--- config.mk ---
export PLATFORM = sky130hd
export DESIGN_NAME = pipeline_ctrl
export DESIGN_NICKNAME = d
export VERILOG_FILES = /design/src/rtl/cpu_ctrl_pkg.sv /design/src/rtl/stall_perf_counter.sv /design/src/rtl/pipeline_ctrl.sv
export SDC_FILE = /design/constraint.sdc
export NUM_CORES = 1
export LEC_CHECK = 0
export CAP_MARGIN = 5
export CORE_MARGIN = 3
export CORE_UTILIZATION = 31
export CTS_CLUSTER_DIAMETER = 200
export CTS_CLUSTER_SIZE = 10
export DETAILED_ROUTE_END_ITERATION = 8
export SYNTH_ARGS = -nofsm -noshare
export SYNTH_HDL_FRONTEND = slang
export SYNTH_SLANG_ARGS = --single-unit
--- constraint.sdc ---
create_clock -name clk -period 3.3 [get_ports clk]
set_input_delay 0.495 -clock clk [delete_from_list [all_inputs] [get_ports clk]]
set_output_delay 0.495 -clock clk [all_outputs]
set_load 0.02 [all_outputs]
--- src/rtl/cpu_ctrl_pkg.sv ---
// Shared constants for the CPU control blocks.
//   - FSM state encoding for pipeline_ctrl (RUN / MD_BUSY / HALTED)
//   - Default mult/div occupancy in EX stage cycles
package cpu_ctrl_pkg;

  localparam logic [1:0] ST_RUN     = 2'd0;
  localparam logic [1:0] ST_MD_BUSY = 2'd1;
  localparam logic [1:0] ST_HALTED  = 2'd2;

  localparam int MD_CYCLES_DEF = 32;

endpackage

--- src/rtl/stall_perf_counter.sv ---
// Free-running wrapping event counter used for stall-cycle accounting.
//   clk   in   rising-edge clock
//   rst   in   asynchronous active-high reset, clears the count
//   inc   in   add one on this clock edge
//   count out  current count, wraps modulo 2^PERF_BITS
module stall_perf_counter #(
  parameter int PERF_BITS = 32
) (
  input  logic                 clk,
  input  logic                 rst,
  input  logic                 inc,
  output logic [PERF_BITS-1:0] count
);

  logic [PERF_BITS-1:0] cnt_q, cnt_d;

  always_comb begin
    cnt_d = cnt_q;
    if (inc) cnt_d = cnt_q + 1'b1;
  end

  always_ff @(posedge clk or posedge rst) begin
    if (rst) cnt_q <= '0;
    else     cnt_q <= cnt_d;
  end

  assign count = cnt_q;

endmodule

--- src/rtl/pipeline_ctrl.sv ---
// Central sequencer for the 5-stage MIPS pipeline.
// Produces PC / pipeline-register enables and bubble clears from the hazard
// inputs, tracks mult/div EX occupancy and halt/resume, and counts stalls.
//   clk, rst                  clock, async active-high reset
//   load_use, branch_taken    hazard inputs from ID/EX
//   md_start                  mult/div issuing in EX
//   mem_wait                  bus not ready, freeze everything
//   halt, resume              halt request / leave halted state
//   pc_en .. memwb_en         register enables (combinational)
//   ifid_clr .. exmem_clr     synchronous clears, dominate enables
//   md_busy, halted           state decode
//   stall_cycles              cycles with PC frozen outside HALTED
module pipeline_ctrl
  import cpu_ctrl_pkg::*;
#(
  parameter int MD_CYCLES = MD_CYCLES_DEF,
  parameter int CNT_BITS  = 6,
  parameter int PERF_BITS = 32
) (
  input  logic                 clk,
  input  logic                 rst,
  input  logic                 load_use,
  input  logic                 branch_taken,
  input  logic                 md_start,
  input  logic                 mem_wait,
  input  logic                 halt,
  input  logic                 resume,
  output logic                 pc_en,
  output logic                 ifid_en,
  output logic                 idex_en,
  output logic                 exmem_en,
  output logic                 memwb_en,
  output logic                 ifid_clr,
  output logic                 idex_clr,
  output logic                 exmem_clr,
  output logic                 md_busy,
  output logic                 halted,
  output logic [PERF_BITS-1:0] stall_cycles
);

  localparam logic [CNT_BITS-1:0] MD_LOAD = CNT_BITS'(MD_CYCLES - 1);
  localparam bit                  MD_MULTI = (MD_CYCLES > 1);

  logic [1:0]          state_q, state_d;
  logic [CNT_BITS-1:0] md_cnt_q, md_cnt_d;
  logic                stall_inc;

  always_comb begin
    pc_en     = 1'b1;
    ifid_en   = 1'b1;
    idex_en   = 1'b1;
    exmem_en  = 1'b1;
    memwb_en  = 1'b1;
    ifid_clr  = 1'b0;
    idex_clr  = 1'b0;
    exmem_clr = 1'b0;
    state_d   = state_q;
    md_cnt_d  = md_cnt_q;

    case (state_q)
      ST_RUN: begin
        if (mem_wait) begin
          {pc_en, ifid_en, idex_en, exmem_en, memwb_en} = 5'b0;
        end else if (halt) begin
          {pc_en, ifid_en, idex_en, exmem_en, memwb_en} = 5'b0;
          state_d = ST_HALTED;
        end else if (md_start && MD_MULTI) begin
          // Hold the md op in EX; MEM gets a bubble, WB drains normally.
          {pc_en, ifid_en, idex_en} = 3'b0;
          exmem_clr = 1'b1;
          md_cnt_d  = MD_LOAD;
          state_d   = ST_MD_BUSY;
        end else if (branch_taken) begin
          // Branch beats load-use: the stalled instruction is squashed anyway.
          ifid_clr = 1'b1;
          idex_clr = 1'b1;
        end else if (load_use) begin
          pc_en    = 1'b0;
          ifid_en  = 1'b0;
          idex_clr = 1'b1;
        end
      end
      ST_MD_BUSY: begin
        if (mem_wait) begin
          {pc_en, ifid_en, idex_en, exmem_en, memwb_en} = 5'b0;
        end else begin
          {pc_en, ifid_en, idex_en} = 3'b0;
          exmem_clr = 1'b1;
          // <=1 also recovers from an impossible zero count.
          if (md_cnt_q <= CNT_BITS'(1)) begin
            md_cnt_d = '0;
            state_d  = ST_RUN;
          end else begin
            md_cnt_d = md_cnt_q - 1'b1;
          end
        end
      end
      ST_HALTED: begin
        {pc_en, ifid_en, idex_en, exmem_en, memwb_en} = 5'b0;
        if (resume) state_d = ST_RUN;
      end
      default: state_d = ST_RUN;
    endcase
  end

  always_ff @(posedge clk or posedge rst) begin
    if (rst) begin
      state_q  <= ST_RUN;
      md_cnt_q <= '0;
    end else begin
      state_q  <= state_d;
      md_cnt_q <= md_cnt_d;
    end
  end

  assign md_busy   = (state_q == ST_MD_BUSY);
  assign halted    = (state_q == ST_HALTED);
  assign stall_inc = ~pc_en & ~halted;

  stall_perf_counter #(.PERF_BITS(PERF_BITS)) u_perf (
    .clk   (clk),
    .rst   (rst),
    .inc   (stall_inc),
    .count (stall_cycles)
  );

endmodule

==> results.toml, run 1 <==
[cells_and_area]
syn_to_final_growth_pct = 31.8
utilization = 0.429
drive_gt1_frac = 0.0674
design_area_mm2 = 0.00279
diodes = 0
finalNetCount = 282

[min_path]
hold_depth = 1
hp-start = "u_perf.count[31]"
hp-class = "reg -> reg"
whs_endpoint = "u_perf.count[31]"

[timing]
setup_tns_ps = 0
min_period_ps = 3080
whs_ps = 471
tightest_slew_ps = 920
finalMaxSlewViolations = 0
rsz0062_at_grt = "no"
finalSetupViolCount = 0
fmax_mhz = 324
fin_crit_sh = 0.934
finalHoldViolCount = 0
finClkSkew_ps = 8.83
slew_headroom = 0.383

[logic_synthesis]
synth.distinct_cells = 37
yosys.area_share.simple = 0.238
synth.most_common_cell = "dfrtp_1"
avgSynthCellArea_um2 = 9.98
async_reset_ff_frac = 1.00
yosys-top-cells-area = "dfrtp_1, xnor2_1, nand3_1"
synth_enable_flop_cells = 0
ys_seq_area_frac = 0.473
yosys_warnings = 0
dominantRegCellSynth = "dfrtp_1"
synth_largest_area_cell = "dfrtp_1"
synthCells = 212
synth_nets = 227
synth-compound-area-share = 0.0846
synthTopCellsByCount = "dfrtp_1, xnor2_1, nand3_1"
synth_top_family_by_area = "simple AND/OR/NAND/NOR gates"
synth_seq_cells = 40
yosysTopAreaCellShare = 0.473
synth-xor-area-share = 0.128
synth_adder_area_share = 0.0414
synthMuxAreaShare = 0
netlist_area_mm2 = 0.00212

[routing]
drc = 0
ant_nets = 0
dr.pass1.iters = 4
viasPerCell = 4.94
vias = 1698
routed_wl_um = 4800
initialDrtViolationCount = 85
routedWlPerCell_um = 14.0

[setup_path]
r2r_end = "u_perf.count[26]"
cp-start-kind = "flop"
cp-end-kind = "output port"
r2r_slack_ps = 930
ff2ff_path_depth = 7
arrival_ps = 2590
critical_path_required_ps = 2800
r2r_start = "state_q[1]"
worstSetupPathType = "reg -> out"
crit_fanout = 9

[power_and_ir_drop]
totalPowerFinal_w = 0.00167
p_per_area_mw_per_mm2 = 599
peakVddDrop_v = 0.000298
p_leak_nw = 1.10

[die]
dieArea_mm2 = 0.00785
start_util = 0.326
row_count = 29
coreArea_mm2 = 0.00649
dieHeight_um = 88.6
ios = 50
dieWidth_um = 88.6

[placement]
place_congestion = 0.762
placed_cell_area_mm2 = 0.00270
dpl.hpwl_um = 3630
port_buffers = 49

[clock_network]
clockBufferDepth = 2
post-cts-setup-buffers = 0
cts.sinks = 40
cts_tree = "yes"
insertion_delay_ps = 290
cts_root_buffer = "clkbuf_8"
holdBufCountCts = 0
post_cts_resized = 0
cts_max_level = 2
path_clk_slew_ps = 80
numCtsBuffers = 5

[global_route]
track_usage = 0.131
grt_pass1_wl_um = 8100
grt_max_degree = 22
antenna_found_initial = 0
grt_pass1_vias = 1699
grt-ovfl-total = 0

[flow_run]
cap_violations = 0

[status]
status = "finished, final reports clean"
==> sequential cells by signal, indices dropped and copies added, names as in the netlist <==
signal,cells
state_q,2
u_perf.count,32
md_cnt_q,6
==> layer usage <==
layer  share of wire  wire length [µm]  GRT usage  up-vias
met5               0                 0          0        -
met4           0.011                51     0.0412        0
met3           0.038               183     0.0270        5
met2            0.44              2130      0.200       35
met1            0.51              2440      0.188      819
li1                -                 -          -      839
==> layout make-up <==
cell class | instances | area [µm²]
Multi-Input combinational cell | 155 | 1050
Clock buffer | 5 | 68.8
Fill cell | 637 | 3710
Timing Repair Buffer | 52 | 513
Clock inverter | 2 | 12.5
Inverter | 13 | 48.8
Sequential cell | 40 | 1000
Tap cell | 77 | 96.3
==> stage by stage <==
step	setup WS (ps)	std cells
2_1_floorplan	1040	212
3_3_place_gp	293	337
3_5_place_dp	254	337
4_1_cts	159	344
5_1_grt	22.3	344
6_report	218	344
==> report_power, final <==
| group | total, W | switching, W | internal (W) |
|---|---|---|---|
| Sequential | 0.000645 | 0.0000813 | 0.000564 |
| Combinational | 0.000711 | 0.000409 | 0.000302 |
| Clock | 0.000314 | 0.000170 | 0.000143 |
| Total | 0.00167 | 0.000660 | 0.00101 |
==> critical path, cell delays in order (launching register included) <==
cell and delay (ps):
dfrtp_1 420, inv_1 90, ha_1 310, nor2b_1 300, inv_1 100, or3_1 350, nor2_1 120, clkdlybuf4s50_1 600
==> cell families after synthesis <==
kind of cell    Yosys count
flops                    40
buf+inv                  17
compound gates           28
fa+ha+maj                 7
simple gates             89
xor+xnor                 31
==> layout by cell type (no fill, tap or decap), drive strengths merged, types with 2 or more instances in the layout <==
cell / n
or3: 5
nor4: 6
a21oi: 9
xor2: 7
buf: 3
nand2b: 4
xnor2: 24
nor2: 11
nand2: 16
or4: 3
ha: 7
o21ai: 6
nand3: 19
o21a: 3
inv: 13
clkdlybuf4s50: 49
o21bai: 2
nor3: 8
and3: 5
nand4: 6
a21o: 3
clkbuf: 5
dfrtp: 40
==> worst max-delay path by stage <==
| stage | slack, ps | start | endpoint |
|---|---|---|---|
| 2_1_floorplan | 1040 | state_q[0] | pc_en |
| 3_3_place_gp | 290 | md_start | pc_en |
| 3_5_place_dp | 250 | md_start | pc_en |
| 4_1_cts | 160 | state_q[1] | pc_en |
| 5_1_grt | 20 | state_q[1] | idex_en |
| 6_report | 220 | state_q[1] | idex_clr |
Power figures use the tool's default switching activity.
==> run 2, diff against run 1 <==
--- a/config.mk
+++ b/config.mk
@@ -11,6 +11,7 @@
 export CTS_CLUSTER_DIAMETER = 200
 export CTS_CLUSTER_SIZE = 10
 export DETAILED_ROUTE_END_ITERATION = 8
+export SETUP_SLACK_MARGIN = 0.05
 export SYNTH_ARGS = -nofsm -noshare
 export SYNTH_HDL_FRONTEND = slang
 export SYNTH_SLANG_ARGS = --single-unit
==> constraint.sdc (replaced) <==
create_clock -name clk -period 2.5 [get_ports clk]
set_input_delay 0.5 -clock clk [delete_from_list [all_inputs] [get_ports clk]]
set_output_delay 0.5 -clock clk [all_outputs]
set_load 0.02 [all_outputs]
==> run 2 against run 1 <==
  * Final cell count up 6.4%
  * Sequential share of layout area down 2.2 points
  * Die area unchanged
==> results.toml, run 2 (synthesized netlist as in run 1, its figures left out) <==
[status]
status = "finished, final reports clean"

[die]
dieHeight_um = 88.6
coreArea_mm2 = 0.00649
dieArea_mm2 = 0.00785
ios = 50
start_util = 0.326
dieWidth_um = 88.6
row_count = 29

[setup_path]
slowest_stage = "clkdlybuf4s50_1"
arrival_ps = 1900
r2r_start = "state_q[1]"
cp-start-kind = "input port"
crit_fanout = 4
slowest_delay_ps = 450
cp-end-kind = "output port"
cp-startpoint = "mem_wait"
path_cells = "clkdlybuf4s50_1 > nor4b_2 > buf_4 > nand2_1 > o21ai_0 > dlygate4sd1_1"
worstSetupPathType = "in -> out"
critical_path_required_ps = 2000

[clock_network]
cts_max_level = 2
insertion_delay_ps = 290
cts_root_buffer = "clkbuf_8"
holdBufCountCts = 0
clockBufferDepth = 2
numCtsBuffers = 5
path_clk_slew_ps = 80
cts.sinks = 40
cts_tree = "yes"

[timing]
tightest_slew_ps = 508
slew_headroom = 0.661
fin_ws_ps = 101
setup_tns_ps = 0
finalSetupViolCount = 0
finalMaxSlewViolations = 0
min_period_ps = 2400
rsz0062_at_grt = "yes"
finalHoldViolCount = 0
finClkSkew_ps = 6.12
fin_crit_sh = 0.959
fmax_mhz = 417

[routing]
initialDrtViolationCount = 76
drc = 0
dr.pass1.iters = 4
viasPerCell = 4.81
vias = 1762
ant_nets = 0
routedWlPerCell_um = 13.3
routed_wl_um = 4870

[global_route]
grt_pass1_vias = 1740
grt-ovfl-total = 0
grt_pass1_wl_um = 8280
antenna_found_initial = 0
grt_max_degree = 41
track_usage = 0.136

[flow_run]
cap_violations = 0

[power_and_ir_drop]
totalPowerFinal_w = 0.00249
p_per_area_mw_per_mm2 = 837
peakVddDrop_v = 0.000387
p_leak_nw = 1.25

[placement]
dpl.hpwl_um = 3700
place_congestion = 0.739
place_inst = 358
port_buffers = 49
dpl_worst_slack_ps = -313

[cells_and_area]
finalNetCount = 303
utilization = 0.458
drive_gt1_frac = 0.149
largest_register_ffs = 32
n_fill_cell = 638
layout_commonest_cell = "clkdlybuf4s50_1"
layoutNonFillerInstCount = 366
syn_to_final_growth_pct = 40.5
mostFrequentLayoutCells = "clkdlybuf4s50_1, dfrtp_1, xnor2_1"
diodes = 0

[min_path]
hp-start = "u_perf.count[31]"
hp-class = "reg -> reg"
[run 2: power breakdown]
part	leakage, nW	total (W)	switching [W]	internal (W)
clock network	0.0552	0.000524	0.000228	0.000296
logic	0.700	0.00112	0.000587	0.000533
registers	0.494	0.000844	0.0000996	0.000744
[run 2: worst max-delay path, delay by kind of cell]
family | cells | cell delay (ps)
buf+inv | 3 | 960
simple gates | 2 | 360
compound gates | 1 | 80
[run 2: repair_timing]
| item | CTS | global route |
|---|---|---|
| endpoints found under the setup margin | 8 | 5 |
| resized for setup | 14 | 8 |
| endpoints found under the hold margin | 0 | 0 |
| setup buffers | 0 | 0 |
[run 2: through the flow]
| stage | hold slack [ps] | area [µm²] |
|---|---|---|
| floorplan | 475 | 2120 |
| global placement | 458 | 2870 |
| detailed placement | 467 | 2870 |
| CTS | 478 | 2980 |
| global route | 510 | 2970 |
| finish | 468 | 2970 |
[run 2: path summary, 6_finish.rpt]
path / to / slack (ps) / cells after the start
max: ifid_en / 100 / 6
min: u_perf.count[31] / 470 / 1
max reg2reg: u_perf.count[7] / 430 / 9
min reg2reg: u_perf.count[31] / 470 / 1
max in group asynchronous: u_perf.count[16] / 1520 / 3
min in group asynchronous: u_perf.count[25] / 630 / 3
[run 2: per-layer routing]
layer / vias up / wire [µm] / global-route usage
li1: 889 / - / -
met1: 829 / 2380 / 0.190
met2: 41 / 2220 / 0.207
met3: 3 / 247 / 0.0428
met4: 0 / 23 / 0.0330
met5: - / 0 / 0
[run 2: final cells by class]
type | count | area (µm²) | share of cell area
clock buffer | 6 | 72.6 | 0.0244
timing repair buffer | 73 | 667 | 0.224
clock inverter | 2 | 35.0 | 0.0118
multi-input combinational | 155 | 1050 | 0.354
inverter | 13 | 48.8 | 0.0164
tap | 77 | 96.3 | 0.0324
sequential | 40 | 1000 | 0.337
==> run 3, diff against run 2 <==
--- a/config.mk
+++ b/config.mk
@@ -11,6 +11,7 @@
 export CTS_CLUSTER_DIAMETER = 200
 export CTS_CLUSTER_SIZE = 10
 export DETAILED_ROUTE_END_ITERATION = 8
+export REMOVE_ABC_BUFFERS = 1
 export SETUP_SLACK_MARGIN = 0.05
 export SYNTH_ARGS = -nofsm -noshare
 export SYNTH_HDL_FRONTEND = slang
==> run 3 against run 2 <==
  * Clock skew down 1.8 ps
  * Clock power down 16%
  * Die area unchanged
  * Critical endpoint is now pc_en
  * Count of clock-buffer cells in the layout unchanged
  * Final cell count down 1.9%
  * Sequential power about the same
  * Maximum frequency up 2.5%
  * Power down 4.6%
  * Critical path depth down 1
  * Combinational power about the same
  * Global-route usage unchanged
==> results.toml, run 3 (synthesized netlist as in run 1, its figures left out) <==
[setup_path]
slowest_delay_ps = 460
r2r_slack_ps = 420
r2r_start = "state_q[0]"
cp-end-kind = "output port"
crit_fanout = 3
arrival_ps = 1840
worstSetupPathType = "in -> out"
cp-startpoint = "mem_wait"
cp-start-kind = "input port"
critical_path_required_ps = 2000
path_cells = "clkdlybuf4s50_1 > nor4b_4 > nand2_1 > o21ai_0 > dlygate4sd2_1"
slowest_stage = "clkdlybuf4s50_1"

[routing]
routed_wl_um = 4840
dr.pass1.iters = 4
routedWlPerCell_um = 13.5
vias = 1770
initialDrtViolationCount = 58
ant_nets = 0
drc = 0
viasPerCell = 4.93

[min_path]
hp-start = "u_perf.count[31]"
hp-class = "reg -> reg"

[die]
dieHeight_um = 88.6
dieWidth_um = 88.6
dieArea_mm2 = 0.00785
coreArea_mm2 = 0.00649
start_util = 0.326
row_count = 29
ios = 50

[timing]
finClkSkew_ps = 4.31
rsz0062_at_grt = "no"
finalHoldViolCount = 0
fin_ws_ps = 161
finalSetupViolCount = 0
slew_headroom = 0.617
setup_tns_ps = 0
fmax_mhz = 427
min_period_ps = 2340
tightest_slew_ps = 570
finalMaxSlewViolations = 0
fin_crit_sh = 0.936

[clock_network]
clockBufferDepth = 2
cts_tree = "yes"
numCtsBuffers = 5
cts_root_buffer = "clkbuf_8"
cts.sinks = 40
holdBufCountCts = 0
cts_max_level = 2
insertion_delay_ps = 290
post_cts_resized = 15
path_clk_slew_ps = 80
post-cts-setup-buffers = 0

[global_route]
antenna_found_initial = 0
grt_max_degree = 41
track_usage = 0.136
grt-ovfl-total = 0
grt_pass1_vias = 1892
grt_pass1_wl_um = 8510

[cells_and_area]
diodes = 0
n_fill_cell = 635
syn_to_final_growth_pct = 37.7
largest_register_ffs = 32
finalNetCount = 296
mostFrequentLayoutCells = "clkdlybuf4s50_1, dfrtp_1, xnor2_1"
utilization = 0.448
drive_gt1_frac = 0.128

[power_and_ir_drop]
p_per_area_mw_per_mm2 = 815
p_leak_nw = 1.23
peakVddDrop_v = 0.000571

[flow_run]
cap_violations = 0

[placement]
port_buffers = 49
dpl.hpwl_um = 3620
dpl_worst_slack_ps = -322
place_congestion = 0.734

[status]
status = "finished, final reports clean"
## run 3: final timing paths
path                               endpoint  cells past startpoint
max                                   pc_en                      5
min                        u_perf.count[31]                      1
max reg2reg                 u_perf.count[7]                     10
max in group asynchronous   u_perf.count[0]                      3
min reg2reg                u_perf.count[31]                      1
min in group asynchronous  u_perf.count[27]                      3
## run 3: metal layers
metal  share of wire  GRT usage
met1            0.49      0.185
met2            0.47      0.223
met3           0.031     0.0270
met5               0          0
met4          0.0074     0.0343
## run 3: report_power, final
part | total (W) | leakage (nW) | switching (W) | internal (W)
logic | 0.00109 | 0.684 | 0.000584 | 0.000505
clock network | 0.000440 | 0.0510 | 0.000220 | 0.000220
registers | 0.000844 | 0.494 | 0.0000997 | 0.000744
## run 3: stage by stage
stage	instances	cell area, µm²	power, W	hold WS (ps)
4_1_cts	359	2920	0.00242	477
5_1_grt	359	2910	0.00255	508
2_1_floorplan	208	2090	0.00142	475
3_5_place_dp	351	2820	0.00200	464
6_report	359	2910	0.00237	471
3_3_place_gp	351	2820	0.00198	459
## run 3: critical path: cells and delay by family
kind / cells / cell delay, ps
buffers and inverters: 2 / 830
AOI/OAI and AO/OA: 1 / 100
and+or+nand+nor: 2 / 410
## run 3: area by class of cell
| type | instances | area (µm²) | share of cell area |
|---|---|---|---|
| inverter | 13 | 48.8 | 0.0168 |
| sequential | 40 | 1000 | 0.344 |
| clock buffer | 6 | 82.6 | 0.0284 |
| multi-input combinational | 155 | 1060 | 0.363 |
| clock inverter | 2 | 10.0 | 0.00344 |
| tap | 77 | 96.3 | 0.0331 |
| timing repair buffer | 66 | 616 | 0.211 |
